`config.mk`:
```
export PLATFORM = sky130hd
export DESIGN_NAME = ibex_pext_encoder
export DESIGN_NICKNAME = d
export VERILOG_FILES = /design/src/rtl/ibex_pext_encoder.sv
export SDC_FILE = /design/constraint.sdc
export NUM_CORES = 1
export LEC_CHECK = 0
export BUFFER_PORTS_ARGS = -buffer_cell sky130_fd_sc_hd__clkbuf_2
export CAP_MARGIN = 5
export CORE_MARGIN = 1.5
export CORE_UTILIZATION = 57
export CTS_CLUSTER_DIAMETER = 50
export DETAILED_ROUTE_END_ITERATION = 16
export PLACE_DENSITY = 0.79
export SYNTH_ARGS = -nofsm -noshare
export SYNTH_HDL_FRONTEND = slang
export SYNTH_SLANG_ARGS = --single-unit
```
`constraint.sdc`:
```
create_clock -name clk_i -period 2.27 [get_ports clk_i]
set_clock_uncertainty 0.05 [all_clocks]
set_input_delay 0.1135 -clock clk_i [delete_from_list [all_inputs] [get_ports clk_i]]
set_output_delay 0.1135 -clock clk_i [all_outputs]
set_load 0.05 [all_outputs]
```
`src/rtl/ibex_pext_encoder.sv`:
```
// ibex_pext_encoder
// Turns field-level Zpn operation requests into 32-bit instruction words
// {funct7, rs2, rs1, funct3, rd, 7'h77}. A request can be expanded into a
// sweep over rs2 = 0..limit. Words are queued in a small FIFO behind a
// valid/ready handshake.
//
// Ports:
//   clk_i, rst_ni              clock, async active-low reset
//   req_valid_i / req_ready_o  request handshake
//   req_funct3_i..req_rd_i     instruction fields (rs2 = sweep limit in sweep mode)
//   req_sweep_i                expand request over rs2
//   instr_valid_o / instr_o    FIFO head
//   instr_ready_i              consumer takes the head
//   err_o                      one-cycle pulse for a consumed illegal request
//   instr_cnt_o                saturating count of popped words
module ibex_pext_encoder #(
    parameter int CntWidth = 16,
    parameter int Depth    = 2
) (
    input  logic                clk_i,
    input  logic                rst_ni,
    input  logic                req_valid_i,
    output logic                req_ready_o,
    input  logic [2:0]          req_funct3_i,
    input  logic [6:0]          req_funct7_i,
    input  logic [4:0]          req_rs2_i,
    input  logic [4:0]          req_rs1_i,
    input  logic [4:0]          req_rd_i,
    input  logic                req_sweep_i,
    output logic                instr_valid_o,
    output logic [31:0]         instr_o,
    input  logic                instr_ready_i,
    output logic                err_o,
    output logic [CntWidth-1:0] instr_cnt_o
);

    localparam int AW = $clog2(Depth);
    localparam logic [AW:0] DEPTH_L = Depth[AW:0];

    typedef enum logic {IDLE, SWEEP} state_e;

    state_e                r_state, w_state_nxt;
    logic [Depth-1:0][31:0] r_mem;
    logic [AW-1:0]         r_wptr, r_rptr;
    logic [AW:0]           r_count;
    logic [6:0]            r_f7;
    logic [2:0]            r_f3;
    logic [4:0]            r_rs1, r_rd, r_lim, r_idx;
    logic                  r_err;
    logic [CntWidth-1:0]   r_cnt;

    logic        w_full, w_empty, w_legal, w_acc, w_push, w_pop, w_latch;
    logic [31:0] w_word;

    // All flow control uses the start-of-cycle count, so a push is never
    // attempted into a full FIFO and req_ready_o is independent of the
    // consumer side and of the request inputs.
    assign w_full      = (r_count == DEPTH_L);
    assign w_empty     = (r_count == '0);
    assign w_legal     = (req_funct3_i < 3'd3);
    assign req_ready_o = (r_state == IDLE) && !w_full;
    assign w_acc       = req_valid_i && req_ready_o;
    assign w_pop       = !w_empty && instr_ready_i;

    always_comb begin
        w_state_nxt = r_state;
        w_push      = 1'b0;
        w_latch     = 1'b0;
        w_word      = {req_funct7_i, req_rs2_i, req_rs1_i, req_funct3_i, req_rd_i, 7'h77};
        case (r_state)
            IDLE: begin
                if (w_acc && w_legal) begin
                    if (req_sweep_i) begin
                        w_latch     = 1'b1;
                        w_state_nxt = SWEEP;
                    end else begin
                        w_push = 1'b1;
                    end
                end
            end
            SWEEP: begin
                w_word = {r_f7, r_idx, r_rs1, r_f3, r_rd, 7'h77};
                if (!w_full) begin
                    w_push = 1'b1;
                    // Compare pre-increment index so limit 31 terminates
                    // before the 5-bit index wraps.
                    if (r_idx == r_lim) w_state_nxt = IDLE;
                end
            end
            default: w_state_nxt = IDLE;
        endcase
    end

    always_ff @(posedge clk_i or negedge rst_ni) begin
        if (!rst_ni) begin
            r_state <= IDLE;
            r_mem   <= '0;
            r_wptr  <= '0;
            r_rptr  <= '0;
            r_count <= '0;
            r_f7    <= '0;
            r_f3    <= '0;
            r_rs1   <= '0;
            r_rd    <= '0;
            r_lim   <= '0;
            r_idx   <= '0;
            r_err   <= 1'b0;
            r_cnt   <= '0;
        end else begin
            r_state <= w_state_nxt;
            r_err   <= w_acc && !w_legal;
            if (w_latch) begin
                r_f7  <= req_funct7_i;
                r_f3  <= req_funct3_i;
                r_rs1 <= req_rs1_i;
                r_rd  <= req_rd_i;
                r_lim <= req_rs2_i;
                r_idx <= '0;
            end else if (w_push && r_state == SWEEP) begin
                r_idx <= r_idx + 5'd1;
            end
            if (w_push) begin
                r_mem[r_wptr] <= w_word;
                r_wptr        <= r_wptr + 1'b1;
            end
            if (w_pop) begin
                r_rptr <= r_rptr + 1'b1;
                if (r_cnt != '1) r_cnt <= r_cnt + 1'b1;
            end
            case ({w_push, w_pop})
                2'b10:   r_count <= r_count + 1'b1;
                2'b01:   r_count <= r_count - 1'b1;
                default: r_count <= r_count;
            endcase
        end
    end

    assign instr_valid_o = !w_empty;
    assign instr_o       = w_empty ? 32'h0 : r_mem[r_rptr];
    assign err_o         = r_err;
    assign instr_cnt_o   = r_cnt;

endmodule

```
==> summary.md, run 1 <==
| Metric | Value |
|---|---|
| Ant. Diodes | 0 |
| Largest cells by area after synthesis | dfrtp_1, mux2_2, mux2_4, mux2i_1, xor2_1 |
| Full die area | ~9400 um2 |
| Clock latency on the worst-skew pair | 0.36 ns |
| CP Max Fanout | 13 |
| First-pass GRT wire length | about 17000 um |
| DR vias/cell | roughly 5.5 |
| Sw Share | 0.458 |
| Most common cell in the synthesized netlist | dfrtp_1 |
| Vias in the first global route | about 3600 |
| Static Leak | approximately 3 nW |
| Residual DRC count | 0 |
| Slew margin rel. | 0.505 |
| Die Y | ~97 um |
| Async S/R FF share, synth | 1.00 |
| Critical Path End Type | output port |
| H-tree Lvls | 3 |
| Power density cells | 1660 nW/um2 |
| FP Rows | 34 |
| RSZ-0062 raised after global routing | false |
| Seq pwr share | 0.331 |
| VDD IR max | 1230 uV |
| Final Max Slew Viols | 0 |
| Sink Count | about 100 |
| Post-Route WL | ~10000 um |
| WS Path Type | flop to output port |
| Clock transition at the registers of the reported paths | roughly 0.090 ns |
| Starting density of the core | 0.584 |
| Final ANT Viol Nets | 0 |
| Hold Path Class | input pin to flop |
| Top cell type's share of synthesized area | 0.516 |
| Routability cong. | 0.868 |
| Status | finished clean |
| R2R Path Start | instr_cnt_o[6] |
| Die Wd | ~100 um |
| Int Pwr | 0.00542 W |
| Clock Power Share | 0.113 |
| Initial antenna violation count | 0 |
| Crit path launch | r_rptr |
| 1st-pass router iterations | 4 |
| Post-synth top cells | dfrtp_1, mux2_2, nor2_1 |
| Worst Hold Launch | req_funct3_i[2] |
| WP data required | between 2 and 2.5 ns |
| Fillcell total | between 600 and 700 |
| Seq cells post-synth | ~100 |
| Cts-stage hold buffer count | 26 |
| Core footprint | roughly 8600 um2 |
| Initial DRC count | 142 |
| Avg WL per Cell | 16.8 um |
| Largest net degree at the start of global routing | between 40 and 50 |
| Setup Buffers After CTS | 0 |
| Final setup vio count | 0 |
| Worst EP arrival | ~1.9 ns |
| Placed cell count | about 570 |
| Synthesized area | 5050 um2 |
| Via count | 3348 |
| Fin cells | between 600 and 700 |
| Combinational power share | 0.556 |
| EDFF count, synth | 0 |
| Num CTS Buffers | 9 |
| Area leader, netlist | dfrtp_1 |
| Hold Vio Cnt, Final | 0 |
| Yosys warnings | 0 |
| R2r setup slk | 0.39 ns |
| FMAX | just under 500 MHz |
| CTS tree | done |
| Seq/Total Area, Yosys | 0.516 |
| Detailed placement HPWL | about 6900 um |
| Worst slew pin tran | roughly 0.74 ns |
| GRT overflow | 0 |
| Finished Core Util | 0.697 |
| Top_reg_cell synth | dfrtp_1 |
| NumNets Final | around 530 |
| Setup TNS | 0 ns |
| Synth Net Count | roughly 420 |
| Final Critical Period | a little over 2 ns |
| Cell count after synthesis | a little under 400 |
| Clock Path Buffers | 2 |
| MaxCap Viol Count | 0 |
| PortBufs | between 70 and 80 |
| Final Cycle Share | 0.913 |
| Mapped Avg Cell Area | around 13 um2 |
| Resized cells post-CTS | 0 |
| I/O pins | slightly above 80 |
| P_sw | between 0.004 and 0.005 W |
| CTS root buf | clkbuf_8 |
| Unique masters post-synth | 38 |
| CP Launch Type | flop |
| Overall routing resource usage | 0.233 |
| Area delta synth->final | 19.3% |
| Layout cells sized above 1 | 0.439 |
## critical path, cell delays in order (launching register included)
cell and delay [ns]:
dfrtp_2 0.64, buf_4 0.33, mux2i_1 0.10, nor2_1 0.16, clkbuf_2 0.31
## path summary, 6_finish.rpt
| kind | endpoint | depth (start not counted) |
|---|---|---|
| worst max-delay path | instr_o[21] | 4 |
| worst min-delay path | err_o | 3 |
| worst max register to register | instr_cnt_o[4] | 4 |
| worst min register to register | r_mem[38] | 1 |
| max in group asynchronous | instr_cnt_o[2] | 3 |
| min in group asynchronous | r_mem[57] | 2 |
## layout by cell type, fill, tap and decap left out, types with 2 or more instances in the layout
master,instances
and3_1,2
nor4_1,3
clkbuf_8,13
dfrtp_1,103
mux2i_1,26
nor3b_1,2
and2_1,3
ha_1,3
xor2_1,18
inv_1,4
mux2_2,84
clkinvlp_4,2
nor3_1,8
o21ai_0,2
nor2_1,34
clkbuf_2,78
buf_12,2
buf_4,12
nand4_1,8
mux2_4,18
nand3_1,8
and4_1,2
nor2_2,3
xnor2_1,8
dlygate4sd3_1,26
nand2_1,12
nand2b_1,2
## state kept, by name (all words and copies together) (netlist names), 2 cells and up
signal and count:
instr_cnt_o 16, r_count 2, r_f3 3, r_f7 7
r_idx 5, r_lim 5, r_mem 52, r_rd 5
r_rs1 5
## per-stage QoR
step	area [um2]	power [W]	hold slack, ns	worst slack (ns)
floorplan	5050	0.00772	-0.232	0.154
global placement	5560	0.00867	0.115	0.463
detailed placement	5560	0.00885	0.124	0.401
CTS	6020	0.0100	0.0228	0.160
global route	6020	0.0105	0.0368	0.0877
finish	6020	0.00999	0.0383	0.198
## power by group through the flow
stage / sequential, W / clock [W] / combinational (W)
global placement: 0.00326 / 0 / 0.00541
CTS: 0.00329 / 0.00116 / 0.00559
floorplan: 0.00328 / 0 / 0.00444
finish: 0.00331 / 0.00113 / 0.00555
global route: 0.00342 / 0.00123 / 0.00590
detailed placement: 0.00332 / 0 / 0.00553
## cell type report
| type | instances | area (um2) | share of cell area |
|---|---|---|---|
| clock buffers | 13 | 179 | 0.0297 |
| clock inverters | 3 | 23.8 | 0.00395 |
| inverters | 4 | 15.0 | 0.00249 |
| multi-input cells | 259 | 2280 | 0.379 |
| flip-flops and latches | 104 | 2600 | 0.433 |
| well taps | 108 | 135 | 0.0225 |
| repair buffers | 118 | 781 | 0.130 |
## metal layers
layer	part of all wire	global-route usage	vias up
li1	-	-	1568
met1	0.44	0.300	1682
met2	0.50	0.392	83
met3	0.041	0.0496	15
met4	0.018	0.0780	0
met5	0	0	-
## cells by family after synthesis
| kind of cell | Yosys count | synth area share |
|---|---|---|
| adder cells (fa/ha/maj) | 3 | 0.00744 |
| flip-flops | 104 | 0.516 |
| XOR/XNOR | 26 | 0.0451 |
| AO/OA/AOI/OAI | 8 | 0.0117 |
| buffers and inverters | 28 | 0.0335 |
| other | 1 | 0.000743 |
| multiplexers | 128 | 0.293 |
| AND/OR/NAND/NOR | 93 | 0.0932 |
Power figures use the tool's default switching activity.
==> run 2, diff against run 1 <==
--- a/config.mk
+++ b/config.mk
@@ -11,7 +11,7 @@
 export CORE_UTILIZATION = 57
 export CTS_CLUSTER_DIAMETER = 50
 export DETAILED_ROUTE_END_ITERATION = 16
-export PLACE_DENSITY = 0.79
+export PLACE_DENSITY = 0.89
 export SYNTH_ARGS = -nofsm -noshare
 export SYNTH_HDL_FRONTEND = slang
 export SYNTH_SLANG_ARGS = --single-unit
==> constraint.sdc (replaced) <==
create_clock -name clk_i -period 2.37 [get_ports clk_i]
set_clock_uncertainty 0.05 [all_clocks]
set_input_delay 0.1185 -clock clk_i [delete_from_list [all_inputs] [get_ports clk_i]]
set_output_delay 0.1185 -clock clk_i [all_outputs]
set_load 0.05 [all_outputs]
==> run 2 against run 1 <==
  * First-iteration DRC count grew 11%
  * Flip-flop and latch count is the same
  * Critical path type is now input pin to flop
  * Hold slack is essentially flat
  * Non-clock buffer count shrank 2
  * Global-route usage shrank 0.16 points
  * Cell count shrank 0.33%
  * Clock-buffer cell count shrank 4
  * Cell area shrank 1.0%
==> summary.md, run 2 (synthesized netlist as in run 1, its figures left out) <==
| Metric | Value |
|---|---|
| Status | finished clean |
| Overall routing resource usage | 0.231 (-0.00161) |
| Largest net degree at the start of global routing | 50 (+2.0%) |
| Final Critical Period | roughly 2.2 ns |
| PortBufs | 79 (unchanged) |
| CP Launch Type | input pin |
| CTS tree | done |
| Sink Count | 104 (unchanged) |
| GRT overflow | 0 (unchanged) |
| FP Rows | 34 (unchanged) |
| 1st-pass router iterations | 4 (unchanged) |
| Post-Route WL | 10100 um (-0.74%) |
| CP Max Fanout | 27 (+14) |
| Final Max Slew Viols | 0 (unchanged) |
| Worst EP arrival | 2.40 ns (+0.49 ns) |
| Initial DRC count | 157 (+11%) |
| Final ANT Viol Nets | 0 (unchanged) |
| First-pass GRT wire length | 17400 um (-0.31%) |
| Starting density of the core | 0.584 (unchanged) |
| Hold Vio Cnt, Final | 0 (unchanged) |
| Worst slew pin tran | 0.852 ns (+0.116 ns) |
| Final Cycle Share | 0.929 |
| WS Path Type | input pin to flop |
| Worst Hold Launch | req_funct3_i[0] |
| H-tree Lvls | 3 (unchanged) |
| Reg2Reg Depth | 3 (-1) |
| Num CTS Buffers | 9 (unchanged) |
| Ant. Diodes | 0 (unchanged) |
| Largest register FFs | 52 (unchanged) |
| Die Y | 97.1 um (unchanged) |
| Full die area | 9430 um2 (unchanged) |
| Critical Path End Type | flop |
| Clock transition at the registers of the reported paths | 0.10 ns (about the same) |
| Clock Path Buffers | 2 (unchanged) |
| Detailed placement HPWL | 6830 um (-1.7%) |
| Slew margin rel. | 0.432 (-0.0728) |
| Most frequent cells in the layout | dfrtp_1, mux2_2, clkbuf_2, nor2_1 |
| Worst slack at placement | 0.292 ns (-0.109 ns) |
| Vias in the first global route | 3572 (-0.72%) |
| Endpoint, Worst Hold | r_f3[0] |
| Most common cell after layout, fill and taps aside | dfrtp_1 |
| Core footprint | 8640 um2 (unchanged) |
| Final setup vio count | 0 (unchanged) |
| DR vias/cell | 5.51 (+0.18%) |
| Hold path depth | 2 (-1) |
| Setup Buffers After CTS | 0 (unchanged) |
| NumNets Final | 527 (-0.38%) |
| FF-to-FF End | r_mem[7] |
| Avg WL per Cell | 16.7 um (-0.42%) |
| Residual DRC count | 0 (unchanged) |
| Final WS setup | 0.168 ns (-0.0307 ns) |
| R2R Path Start | r_count[1] |
| Die Wd | 97.1 um (unchanged) |
| I/O pins | 81 (unchanged) |
| R2r setup slk | 0.28 ns (-0.11 ns) |
| Clock latency on the worst-skew pair | 0.36 ns (about the same) |
| WP data required | 2.57 ns (+0.46 ns) |
| RSZ-0062 raised after global routing | false |
| Hold Path Class | input pin to flop |
| Routability cong. | 0.763 (-12%) |
| Area delta synth->final | 18.1% |
| Register name with the most flops | r_mem |
| Layout cells sized above 1 | 0.437 (-0.00225) |
| Setup TNS | 0 ns (unchanged) |
| CTS root buf | clkbuf_8 |
| Initial antenna violation count | 0 (unchanged) |
| MaxCap Viol Count | 0 (unchanged) |
| Via count | 3343 (-0.15%) |
| FMAX | roughly 450 MHz |
-- run 2: changes by cell type in the layout (fill, tap and decap cells not counted), sizes merged --
| cell | change |
|---|---|
| inv | +2 |
| clkinvlp | -2 |
| buf | -2 |
| clkinv | +4 |
| clkbuf | -4 |
-- run 2: worst max path at each step --
stage | from | to | depth (start not counted)
CTS | req_funct3_i[1] | r_mem[7] | 6
floorplan | r_rptr | instr_o[1] | 5
finish | req_funct3_i[1] | r_mem[7] | 6
global route | req_funct3_i[1] | r_mem[7] | 6
global placement | r_count[1] | r_mem[10] | 3
detailed placement | r_count[1] | r_mem[7] | 3
-- run 2: final cells by class --
cell class	count	area, um2
fillers	609	2680
flip-flops and latches	104	2600
multi-input cells	259	2280
repair buffers	116	753
well taps	108	135
clock buffers	9	124
clock inverters	7	46.3
inverters	4	15.0
-- run 2: routing by layer --
layer	wire length, um	track usage	share of wire
met2	5000	0.384	0.49
met1	4500	0.305	0.44
met5	0	0	0
met3	437	0.0396	0.043
met4	206	0.0858	0.020
-- run 2: critical path: stages --
cell           delay (ns)
dlygate4sd3_1        0.53
clkbuf_2             0.14
a21oi_4              0.20
a31oi_1              0.14
or3_2                0.82
mux2_4               0.44
-- run 2: stage by stage --
step	area, um2	hold WS [ns]	std cells	util
after floorplan	5050	-0.227	391	-
after global placement	5530	0.0504	565	0.640
after detailed placement	5530	0.0506	565	0.640
after CTS	5960	0.0231	607	0.690
after global routing	5960	0.0371	607	0.690
final	5960	0.0387	607	0.690
-- run 2: timing repair --
action / 4_1_cts / 5_1_grt
hold buffers: 26 / 0
resized for setup: 0 / 0
hold endpoints to repair: 57 / 0
Power of run 2 is left out: the tool's default activity adds up to more than one toggle a clock period on the data nets, which glitch-free logic cannot reach.
==> run 3, diff against run 2 <==
--- a/config.mk
+++ b/config.mk
@@ -5,13 +5,15 @@
 export SDC_FILE = /design/constraint.sdc
 export NUM_CORES = 1
 export LEC_CHECK = 0
+export ABC_AREA = 1
 export BUFFER_PORTS_ARGS = -buffer_cell sky130_fd_sc_hd__clkbuf_2
 export CAP_MARGIN = 5
 export CORE_MARGIN = 1.5
 export CORE_UTILIZATION = 57
 export CTS_CLUSTER_DIAMETER = 50
+export CTS_CLUSTER_SIZE = 8
 export DETAILED_ROUTE_END_ITERATION = 16
-export PLACE_DENSITY = 0.89
+export PLACE_DENSITY = 0.86
 export SYNTH_ARGS = -nofsm -noshare
 export SYNTH_HDL_FRONTEND = slang
 export SYNTH_SLANG_ARGS = --single-unit
==> run 3 against run 2 <==
  * Synthesized area is 4.2% higher
  * Critical path depth is 1 lower
  * Hold slack better by 0.091 ns
  * Cell count is 48% higher
  * Largest cell class unchanged
  * Register-to-register slack better by 0.06 ns
  * Global-route usage is 4.3 points higher
  * Sequential share of layout area is 1.6 points lower
  * Cell area is 3.8% higher
==> summary.md, run 3 <==
| Metric | Value |
|---|---|
| Worst EP arrival | 1.96 ns (-0.44 ns) |
| MaxCap Viol Count | 0 (unchanged) |
| WS Path Type | flop to output port |
| Post-Route WL | 12500 um (+23%) |
| Mux share of post-synthesis cell area | 0 (-0.293) |
| Clock Power Share | 0.149 |
| FP Rows | 34 (unchanged) |
| Yosys warnings | 0 (unchanged) |
| Critical Path End Type | output port |
| Fin area | 6180 um2 (+3.8%) |
| VDD IR max | around 650 uV |
| Reg2Reg Depth | 10 (+7) |
| Seq/Total Area, Yosys | 0.495 (-0.0206) |
| Most common cell after layout, fill and taps aside | nand2_1 |
| Hold Vio Cnt, Final | 0 (unchanged) |
| CTS root buf | clkbuf_8 |
| Num CTS Buffers | 9 (unchanged) |
| Core footprint | 8850 um2 (+2.5%) |
| Die Y | 99.0 um (+2.0%) |
| Most frequent cell on the critical path | buf_4 |
| Most common cell in the synthesized netlist | nand2_1 |
| Buf+Inv Stages, Crit Path | 3 (+1) |
| Largest net degree at the start of global routing | 59 (+18%) |
| Hold Path Class | input pin to flop |
| WP data required | 2.20 ns (-0.37 ns) |
| Largest cells by area after synthesis | dfrtp_1, nand2_1, o21ai_0, nand3_1, inv_1 |
| Status | finished clean |
| Fillcell total | 687 (+13%) |
| Most frequent cells in the layout | nand2_1, dfrtp_1, clkbuf_2, o21ai_0, nand3_1 |
| NumNets Final | 817 (+55%) |
| CP Max Fanout | 14 (-48%) |
| Setup TNS | 0 ns (unchanged) |
| Via count | 4816 (+44%) |
| Mapped Avg Cell Area | 7.57 um2 (-41%) |
| Setup Buffers After CTS | 0 (unchanged) |
| GRT overflow | 0 (unchanged) |
| Residual DRC count | 0 (unchanged) |
| Final Max Slew Viols | 0 (unchanged) |
| Worst Hold Launch | instr_ready_i |
| Layout cells sized above 1 | 0.157 (-0.280) |
| Final Critical Period | 2.13 ns (-0.0741 ns) |
| Final ANT Viol Nets | 0 (unchanged) |
| Sink Count | 104 (unchanged) |
| Placed cell count | 854 (+51%) |
| Initial DRC count | 405 (+160%) |
| Top cell type's share of synthesized area | 0.495 (-0.0206) |
| 1st-pass router iterations | 7 (+3) |
| Post-DP Area | 5670 um2 (+2.6%) |
| H-tree Lvls | 3 (unchanged) |
| Slowest CP cell | dfrtp_1 |
| Fin cells | 897 (+48%) |
| Unique masters post-synth | 24 (-37%) |
| Clock Path Buffers | 2 (unchanged) |
| EDFF count, synth | 0 (unchanged) |
| Area of the multi-input gates | 2210 um2 (-3.0%) |
| Largest stage delay, worst path | 0.53 ns (-0.29 ns) |
| Reg area | 2600 um2 (about the same) |
| FF-to-FF End | instr_cnt_o[14] |
| Hold path depth | 5 (+3) |
| Power density cells | about 1400 nW/um2 |
| Largest register FFs | 52 (unchanged) |
| CTS tree | done |
| I/O pins | 81 (unchanged) |
| FMAX | 470 MHz (+3.5%) |
| Routability cong. | 0.855 (+12%) |
| Full die area | 9810 um2 (+4.0%) |
| Starting density of the core | 0.594 (+0.00971) |
| Post-synth top cells | nand2_1, dfrtp_1, o21ai_0 |
| R2r setup slk | 0.34 ns (+0.06 ns) |
| Finished Core Util | 0.699 (+0.00901) |
| Vias in the first global route | 4593 (+29%) |
| Largest family of logic cells by synthesized area | simple AND/OR/NAND/NOR gates |
| Area leader, netlist | dfrtp_1 |
| Sw Share | 0.505 |
| Overall routing resource usage | 0.274 (+0.0433) |
| Combinational power share | 0.521 |
| P_sw | 0.00447 W |
| Clock transition at the registers of the reported paths | 0.10 ns (about the same) |
| CP Launch Type | flop |
| Async S/R FF share, synth | 1.00 (unchanged) |
| Worst slew pin tran | 0.743 ns (-0.109 ns) |
| Worst-path cell chain | buf_4 -> buf_4 -> nand2_1 -> a21oi_1 -> clkbuf_2 |
| Initial antenna violation count | 0 (unchanged) |
| Avg WL per Cell | 13.9 um (-17%) |
| Int Pwr | 0.00438 W |
| Simple-gate share of the synthesized area | 0.302 (+0.209) |
| Top_reg_cell synth | dfrtp_1 |
| Seq pwr share | 0.329 |
| DR vias/cell | 5.37 (-2.5%) |
| Largest delay share family, worst path | buffers and inverters |
| Synth Area in Compound Gates | 0.0888 (+0.0771) |
| Register name with the most flops | r_mem |
| PortBufs | 79 (unchanged) |
| Seq cells post-synth | 104 (unchanged) |
| Clock latency on the worst-skew pair | 0.36 ns (about the same) |
| Synth Area in XOR/XNOR | 0.0217 (-0.0235) |
| Final Cycle Share | 0.898 (-0.0313) |
| Endpoint, Worst Hold | instr_cnt_o[12] |
| Post-Synth Adder-Cell Area | 0.00714 (-0.000297) |
| Static Leak | approximately 3.2 nW |
| Synth Net Count | 727 (+71%) |
| Ant. Diodes | 0 (unchanged) |
| RSZ-0062 raised after global routing | false |
| Cell count after synthesis | 694 (+77%) |
| R2R Path Start | instr_cnt_o[0] |
| Area delta synth->final | 17.7% |
| Synthesized area | 5260 um2 (+4.2%) |
| Final setup vio count | 0 (unchanged) |
| Slew margin rel. | 0.504 (+0.0728) |
| First-pass GRT wire length | 21500 um (+23%) |
| Die Wd | 99.0 um (+2.0%) |
| Detailed placement HPWL | 8360 um (+23%) |
run 3: how the worst max path moves through the flow:
stage	endpoint	cells past startpoint	slack (ns)	from
after floorplan	instr_o[1]	5	0.27	r_count[0]
after global placement	instr_cnt_o[0]	10	0.57	instr_cnt_o[0]
after detailed placement	instr_cnt_o[14]	10	0.38	instr_cnt_o[0]
after CTS	instr_o[20]	5	0.23	r_rptr
after global routing	instr_cnt_o[14]	10	0.09	instr_cnt_o[0]
final	instr_o[20]	5	0.24	r_rptr
run 3: final cells by class:
cell class                 count  share of cell area
inverter                      57              0.0346
timing repair buffer         119               0.126
clock buffer                  10              0.0206
tap                          108              0.0218
clock inverter                 6              0.0186
multi-input combinational    493               0.358
sequential                   104               0.421
run 3: cell families (layout without fill, tap and decap cells):
group           count (synthesis)  after routing
simple gates                  383            383
flops                         104            104
buf+inv                        97            192
compound gates                 93             93
xor+xnor                       13             13
fa+ha+maj                       3              3
other cells                     1              1
run 3: timing repair:
| action | 4_1_cts | 5_1_grt |
|---|---|---|
| hold buffers | 27 | 0 |
| setup endpoints to repair | 0 | 0 |
| resized for setup | 0 | 0 |
| hold endpoints to repair | 81 | 0 |
run 3: metal layers:
layer / up-vias / wire length, um / global-route usage
met1: 2226 / 5290 / 0.364
met4: 0 / 354 / 0.0967
met5: - / 0 / 0
met3: 39 / 845 / 0.0553
li1: 2348 / - / -
met2: 203 / 5970 / 0.451
run 3: stage by stage:
step | hold slack [ns] | worst slack [ns] | total power, W
CTS | 0.122 | 0.226 | 0.00882
detailed placement | 0.186 | 0.378 | 0.00747
finish | 0.130 | 0.242 | 0.00885
global placement | 0.176 | 0.566 | 0.00731
global route | 0.138 | 0.0854 | 0.00948
floorplan | -0.227 | 0.274 | 0.00657
run 3: tightest hold or removal path, stage by stage:
cell	delay [ns]
clkbuf_2	0.09
inv_1	0.06
nor2_2	0.09
nand4_1	0.10
nand2_1	0.05
run 3: power by group through the flow:
stage	logic, W	registers [W]	clock network [W]
after floorplan	0.00362	0.00294	0
after global placement	0.00443	0.00288	0
after detailed placement	0.00454	0.00293	0
after CTS	0.00459	0.00290	0.00134
after global routing	0.00507	0.00300	0.00141
final	0.00462	0.00291	0.00132
